===== config.mk =====
export PLATFORM = sky130hd
export DESIGN_NAME = skintone_result_packer
export DESIGN_NICKNAME = d
export VERILOG_FILES = /design/src/rtl/skintone_result_packer.sv
export SDC_FILE = /design/constraint.sdc
export NUM_CORES = 1
export LEC_CHECK = 0
export BUFFER_PORTS_ARGS = -buffer_cell sky130_fd_sc_hd__buf_2
export CAP_MARGIN = 15
export CORE_ASPECT_RATIO = 1.4
export CORE_UTILIZATION = 45
export CTS_BUF_LIST = sky130_fd_sc_hd__clkbuf_4 sky130_fd_sc_hd__clkbuf_8
export DETAILED_ROUTE_END_ITERATION = 6
export GPL_TIMING_DRIVEN = 1
export PLACE_DENSITY_LB_ADDON = 0.1
export RECOVER_POWER = 25
export SETUP_SLACK_MARGIN = 0.4
export SYNTH_ARGS = -nofsm -noshare
export SYNTH_HDL_FRONTEND = slang
export SYNTH_SLANG_ARGS = --single-unit

===== constraint.sdc =====
create_clock -name clk -period 2.3 [get_ports clk]
set_input_delay 0 -clock clk [delete_from_list [all_inputs] [get_ports clk]]
set_output_delay 0 -clock clk [all_outputs]
set_load 0.1 [all_outputs]

===== src/rtl/skintone_result_packer.sv =====
// Packs four 8-bit skin-tone results into little-endian 32-bit words, flushing a zero-padded partial word at frame end.
// Word valid one cycle after its completing byte; single registered output slot, input stalls only when a completing byte meets a blocked word.
module skintone_result_packer #(
    parameter int FRAME_PIXELS = 76800
) (
    input  logic        clk,
    input  logic        rst,
    input  logic [7:0]  result_datain,
    input  logic        result_datain_valid,
    output logic        result_datain_ready,
    output logic [31:0] word_dataout,
    output logic        word_dataout_valid,
    input  logic        word_dataout_ready,
    output logic [3:0]  word_dataout_keep,
    output logic        word_dataout_last
);

    localparam int CW = (FRAME_PIXELS > 1) ? $clog2(FRAME_PIXELS) : 1;
    localparam logic [CW-1:0] LAST_PIX = CW'(FRAME_PIXELS - 1);
    localparam logic [CW-1:0] PIX_ONE  = CW'(1);

    logic [23:0]   acc;
    logic [1:0]    byte_idx;
    logic [CW-1:0] pix_cnt;

    logic          frame_end;
    logic          completing;
    logic          in_fire;
    logic          out_fire;
    logic          load;
    logic [31:0]   word_next;
    logic [3:0]    keep_next;

    assign frame_end  = (pix_cnt == LAST_PIX);
    assign completing = (byte_idx == 2'd3) || frame_end;

    // A completing byte may land only if the output slot is free or drains this same cycle.
    assign result_datain_ready = !rst && (!completing || !word_dataout_valid || word_dataout_ready);

    assign in_fire  = result_datain_valid && result_datain_ready;
    assign out_fire = word_dataout_valid && word_dataout_ready;
    assign load     = in_fire && completing;

    always_comb begin
        word_next = 32'h0;
        keep_next = 4'b0001;
        case (byte_idx)
            2'd0: begin
                word_next = {24'h0, result_datain};
                keep_next = 4'b0001;
            end
            2'd1: begin
                word_next = {16'h0, result_datain, acc[7:0]};
                keep_next = 4'b0011;
            end
            2'd2: begin
                word_next = {8'h0, result_datain, acc[15:0]};
                keep_next = 4'b0111;
            end
            default: begin
                word_next = {result_datain, acc};
                keep_next = 4'b1111;
            end
        endcase
    end

    always_ff @(posedge clk or posedge rst) begin
        if (rst) begin
            acc      <= 24'h0;
            byte_idx <= 2'd0;
            pix_cnt  <= '0;
        end else if (in_fire) begin
            if (completing) begin
                acc      <= 24'h0;
                byte_idx <= 2'd0;
                pix_cnt  <= frame_end ? '0 : pix_cnt + PIX_ONE;
            end else begin
                case (byte_idx)
                    2'd0:    acc[7:0]   <= result_datain;
                    2'd1:    acc[15:8]  <= result_datain;
                    default: acc[23:16] <= result_datain;
                endcase
                byte_idx <= byte_idx + 2'd1;
                pix_cnt  <= pix_cnt + PIX_ONE;
            end
        end
    end

    // Reload beats drain, so a same-cycle swap keeps valid high.
    always_ff @(posedge clk or posedge rst) begin
        if (rst) begin
            word_dataout       <= 32'h0;
            word_dataout_keep  <= 4'h0;
            word_dataout_last  <= 1'b0;
            word_dataout_valid <= 1'b0;
        end else if (load) begin
            word_dataout       <= word_next;
            word_dataout_keep  <= keep_next;
            word_dataout_last  <= frame_end;
            word_dataout_valid <= 1'b1;
        end else if (out_fire) begin
            word_dataout_valid <= 1'b0;
        end
    end

endmodule


Word level (Yosys, flattened, before mapping):

Index checks and enable logic that the tools add are counted.

* output and inout bits: 39
* input port bits: 12
* word-level logic and storage cells: 45
* flip-flop bits (word level): 81

* reductions and logical operators: 18
* add/subtract/negate cells: 2
* equal/unequal tests: 5
* muxes and demuxes: 11

Operators with widths (count)
* $pmux W32 S3: 1
* $mux W17: 2
* $mux W24: 1
* $mux W8: 3
* $add A17 B1 Y17 const B: 1
* $eq A17 B17 Y1 const B: 1
* $pmux W4 S3: 1
* $reduce_and A2 Y1: 3
* $reduce_bool A2 Y1: 3
* $eq A2 B2 Y1 const B: 2
* $logic_and A1 B1 Y1: 4
* $logic_not A1 Y1: 3
* $logic_or A1 B1 Y1: 3
* $add A2 B1 Y2 const B: 1
* $eq A2 B1 Y1 const B: 1
* $logic_not A2 Y1: 1
* $mux W1: 2
* $mux W2: 1
* $ne A2 B1 Y1 const B: 1
* $reduce_or A2 Y1: 1

Longest topological paths before layout:

* word-level depth: 9
* mapped depth: 9
* mapped depth without buffers: 6

Worst setup path after synthesis:

OpenSTA, ideal clock, no wires.

* path type: input to output
* start point: input rst
* end point: output result_datain_ready
* required time: 2.300 ns
* buffers on the path: 0
* stages on the path: 2
* arrival time: 2.634 ns
* slack: -0.334 ns
* path through: inv_1 -> and2_1

* longest elaborated chain between the ends: 2

Ends and longest elaborated chain
* start, declared: RTL line 7 `input logic rst,`
* $logic_not A1 Y1 (no source line)
* $logic_and A1 B1 Y1: RTL line 38 `assign result_datain_ready = !rst && (!completing || !word_dataout_valid || word_dataout_ready);`
* end, declared: RTL line 10 `output logic result_datain_ready,`

No other way between the ends.

Worst setup path after layout:

* start point: register pix_cnt[15]
* end point: register word_dataout[16]

* longest elaborated chain between the ends: 8

Ends and longest elaborated chain
* start, declared: RTL line 24 `logic [CW-1:0] pix_cnt;`
* start signal, assigned: RTL line 76 `pix_cnt <= frame_end ? '0 : pix_cnt + PIX_ONE;`
* start signal, assigned: RTL line 84 `pix_cnt <= pix_cnt + PIX_ONE;`
* $eq A17 B17 Y1 (*): RTL line 34 `assign frame_end = (pix_cnt == LAST_PIX);`
* $logic_or A1 B1 Y1 (*): RTL line 35 `assign completing = (byte_idx == 2'd3) || frame_end;`
* $logic_not A1 Y1: RTL line 38
* $logic_or A1 B1 Y1 (2 in a row): RTL line 38
* $logic_and A1 B1 Y1: RTL line 38
* $logic_and A1 B1 Y1: RTL line 40 `assign in_fire = result_datain_valid && result_datain_ready;`
* $logic_and A1 B1 Y1 (*): RTL line 42 `assign load = in_fire && completing;`
* end signal, assigned: RTL line 97 `word_dataout <= word_next;`
* end, declared: RTL line 11 `output logic [31:0] word_dataout,`

Every way passes the cells marked *; elsewhere a longest branch is shown, timed or not.
A chain may end at the register's enable or synchronous reset.

==> results.toml <==
[global_routing]
grt_start_max_net_pins = 55
grtUsageTotal_pct = 21.6
grt_pass1_wl_um = 13700
grt-ovfl-total = 0
antenna_found_initial = 0
grt_pass1_vias = 2712

[logic_synthesis]
synthAdderAreaFrac_pct = 2.06
ys.flop_type = "dfrtp_1"
synthMuxAreaShare_pct = 3.15
synthXorXnorAreaFrac_pct = 1.44
ys_types = 43
synth_area_leaders = "dfrtp_1 55%, a32o_1 4.4%, o21ai_0 3.3%"
synth_top_family_by_area = "compound AO/OA/AOI/OAI gates"
synth.most_common_cell = "dfrtp_1"
yosysTopAreaCellShare_pct = 55.5
avgSynthCellArea_um2 = 11.3
synth-simple-area-share_pct = 15.7
syn_inst = 324
synthesis.area_mm2 = 0.00365
synth-seq-cells = 81
ys.warnings.count = 0
synthArstFlopShare_pct = 100
synth_nets = 342
ys_top_cells_by_count = "81 x dfrtp_1, 28 x nand2_1, 24 x o21ai_0"
seq_area_frac_synth_pct = 55.5
synth_edf_count = 0
synth_compound_area_share_pct = 18.2
yosys.area.top_type = "dfrtp_1"

[critical_path]
cp_cell_sequence = "nor4bb_2, and4_4, buf_6, o21ai_4, buf_12, a221o_1"
rrSetupSlack_ns = 0.32
slowest_delay_ns = 0.43
cp-start-kind = "flop"
reg2reg_from = "pix_cnt[15]$_DFFE_PP0P_"
path_class = "reg -> reg"
crit_required_ns = 2.55
cp-end-kind = "flop"
startpoint = "pix_cnt[15]$_DFFE_PP0P_"
slowest_stage = "dfrtp_1"
cp_data_arrival_time_ns = 2.23
worst-path-max-fanout = 10

[detailed_routing]
wl_um = 8730
drcViolationCount = 0
num_vias = 2847
first_pass_iters = 4
viasPerCell = 5.59
ant_nets = 0
wl_per_cell_um = 17.1
drtIter0Drc = 208

[sta]
rsz0062_at_grt = "yes"
tightest_slew_ns = 1.13
period_needed_ns = 1.98
drv_slew = 0
finalSetupViolCount = 0
finalHoldViolations = 0
period_share_pct = 86.3
tns_ns = 0
finClkSkew_ns = 0.00991
timing.fmax_mhz = 504
maxSlewHeadroom_pct = 24.4

[clock_tree]
cts_max_path_buffers = 2
cts_root_buffer = "clkbuf_8"
htree_levels = 3
cts_buffers = 9
cts_tree = "built"
clock-sinks = 81
clk_latency_ns = 0.36
path_clk_slew_ns = 0.08

[floorplan]
dieArea_mm2 = 0.00849
rows = 38
die_y_um = 109
pin_count = 51
initial_core_util_pct = 46.8
die_w_um = 78.1
coreArea_mm2 = 0.00780

[cells_and_area]
finalNetCount = 422
drive_gt1_share_pct = 34.2
diodes = 0
area_growth_pct = 30.9

[place]
numPortBuffers = 50
place.gp.congestion = 0.872
dpl.hpwl_um = 5640

[outcome]
status = "completed"

[min_path]
hold_path_class = "in -> reg"
min-delay-start = "result_datain_valid"

[run]
drv_cap = 0
[cell families after synthesis]
group | Yosys count
and+or+nand+nor | 102
AOI/OAI and AO/OA | 86
DFF | 81
buffers and inverters | 32
muxes | 11
xor gates and xnor gates | 6
adders and majority gates | 6
[flip-flops by register name, summed over array words and instances, names as in the netlist]
name	cells
pix_cnt	17
word_dataout	32
word_dataout_last	1
acc	24
byte_idx	2
word_dataout_keep	4
word_dataout_valid	1
[path summary, 6_finish.rpt]
path,cells past startpoint,end
max,6,word_dataout[16]$_DFFE_PP0P_
min,4,byte_idx[1]$_DFFE_PP0P_
max reg2reg,6,word_dataout[16]$_DFFE_PP0P_
min reg2reg,1,word_dataout_keep[0]$_DFFE_PP0P_
max in group asynchronous,4,pix_cnt[10]$_DFFE_PP0P_
min in group asynchronous,3,pix_cnt[3]$_DFFE_PP0P_
[cell type report]
type / count / area (um^2)
multi-input cells: 211 / 1620
clock buffers: 12 / 153
well taps: 100 / 125
flip-flops and latches: 81 / 2030
clock inverters: 4 / 76.3
repair buffers: 89 / 734
fillers: 690 / 3020
inverters: 12 / 46.3
[worst max-delay path, delay by kind of cell (launching register included)]
kind                   cells  cell delay [ns]
DFF                        1             0.43
AOI/OAI and AO/OA          2             0.46
buffers and inverters      2             0.32
and+or+nand+nor            2             0.65
[per-stage QoR]
stage	utilization (%)	instance area (um^2)	std cells	setup slack [ns]	hold slack (ns)
final	61.3	4780	509	0.316	0.170
after global routing	61.3	4780	509	0.241	0.203
after CTS	57.9	4520	501	0.344	0.104
after detailed placement	52.3	4080	467	0.261	-0.0427
after global placement	52.3	4080	467	0.327	-0.0465
after floorplan	-	3660	324	0.376	0.133
[repair_timing]
item / in CTS / in global routing
endpoints found under the setup margin: 53 / 73
hold endpoints to repair: 110 / 0
setup buffers: 7 / 3
cloned: 1 / 5
hold buffers: 10 / 0
gates resized for setup: 5 / 58
pin swaps: 4 / 16
[placed cells by master, fill, tap and decap left out, types with 10 or more instances in the layout]
master	synthesis	layout
buf_2	5	48
dfrtp_1	81	79
clkbuf_8	0	10
and2_1	12	11
a32o_1	16	16
nand2_1	28	18
o21ai_2	1	10
a22oi_1	16	16
dlygate4sd3_1	0	10
buf_4	5	12
nand3_1	17	17
inv_1	12	11
[routing by layer]
metal | part of all wire [%] | vias to the layer above | global-route usage (%)
met5 | 0 | - | 0
met4 | 2.4 | 0 | 9.66
met3 | 3.4 | 19 | 5.06
met2 | 52 | 75 | 36.3
met1 | 42 | 1400 | 26.4
li1 | - | 1353 | -
Power is left out: the tool's default activity adds up to more than one toggle a clock period on the data nets, which glitch-free logic cannot reach.
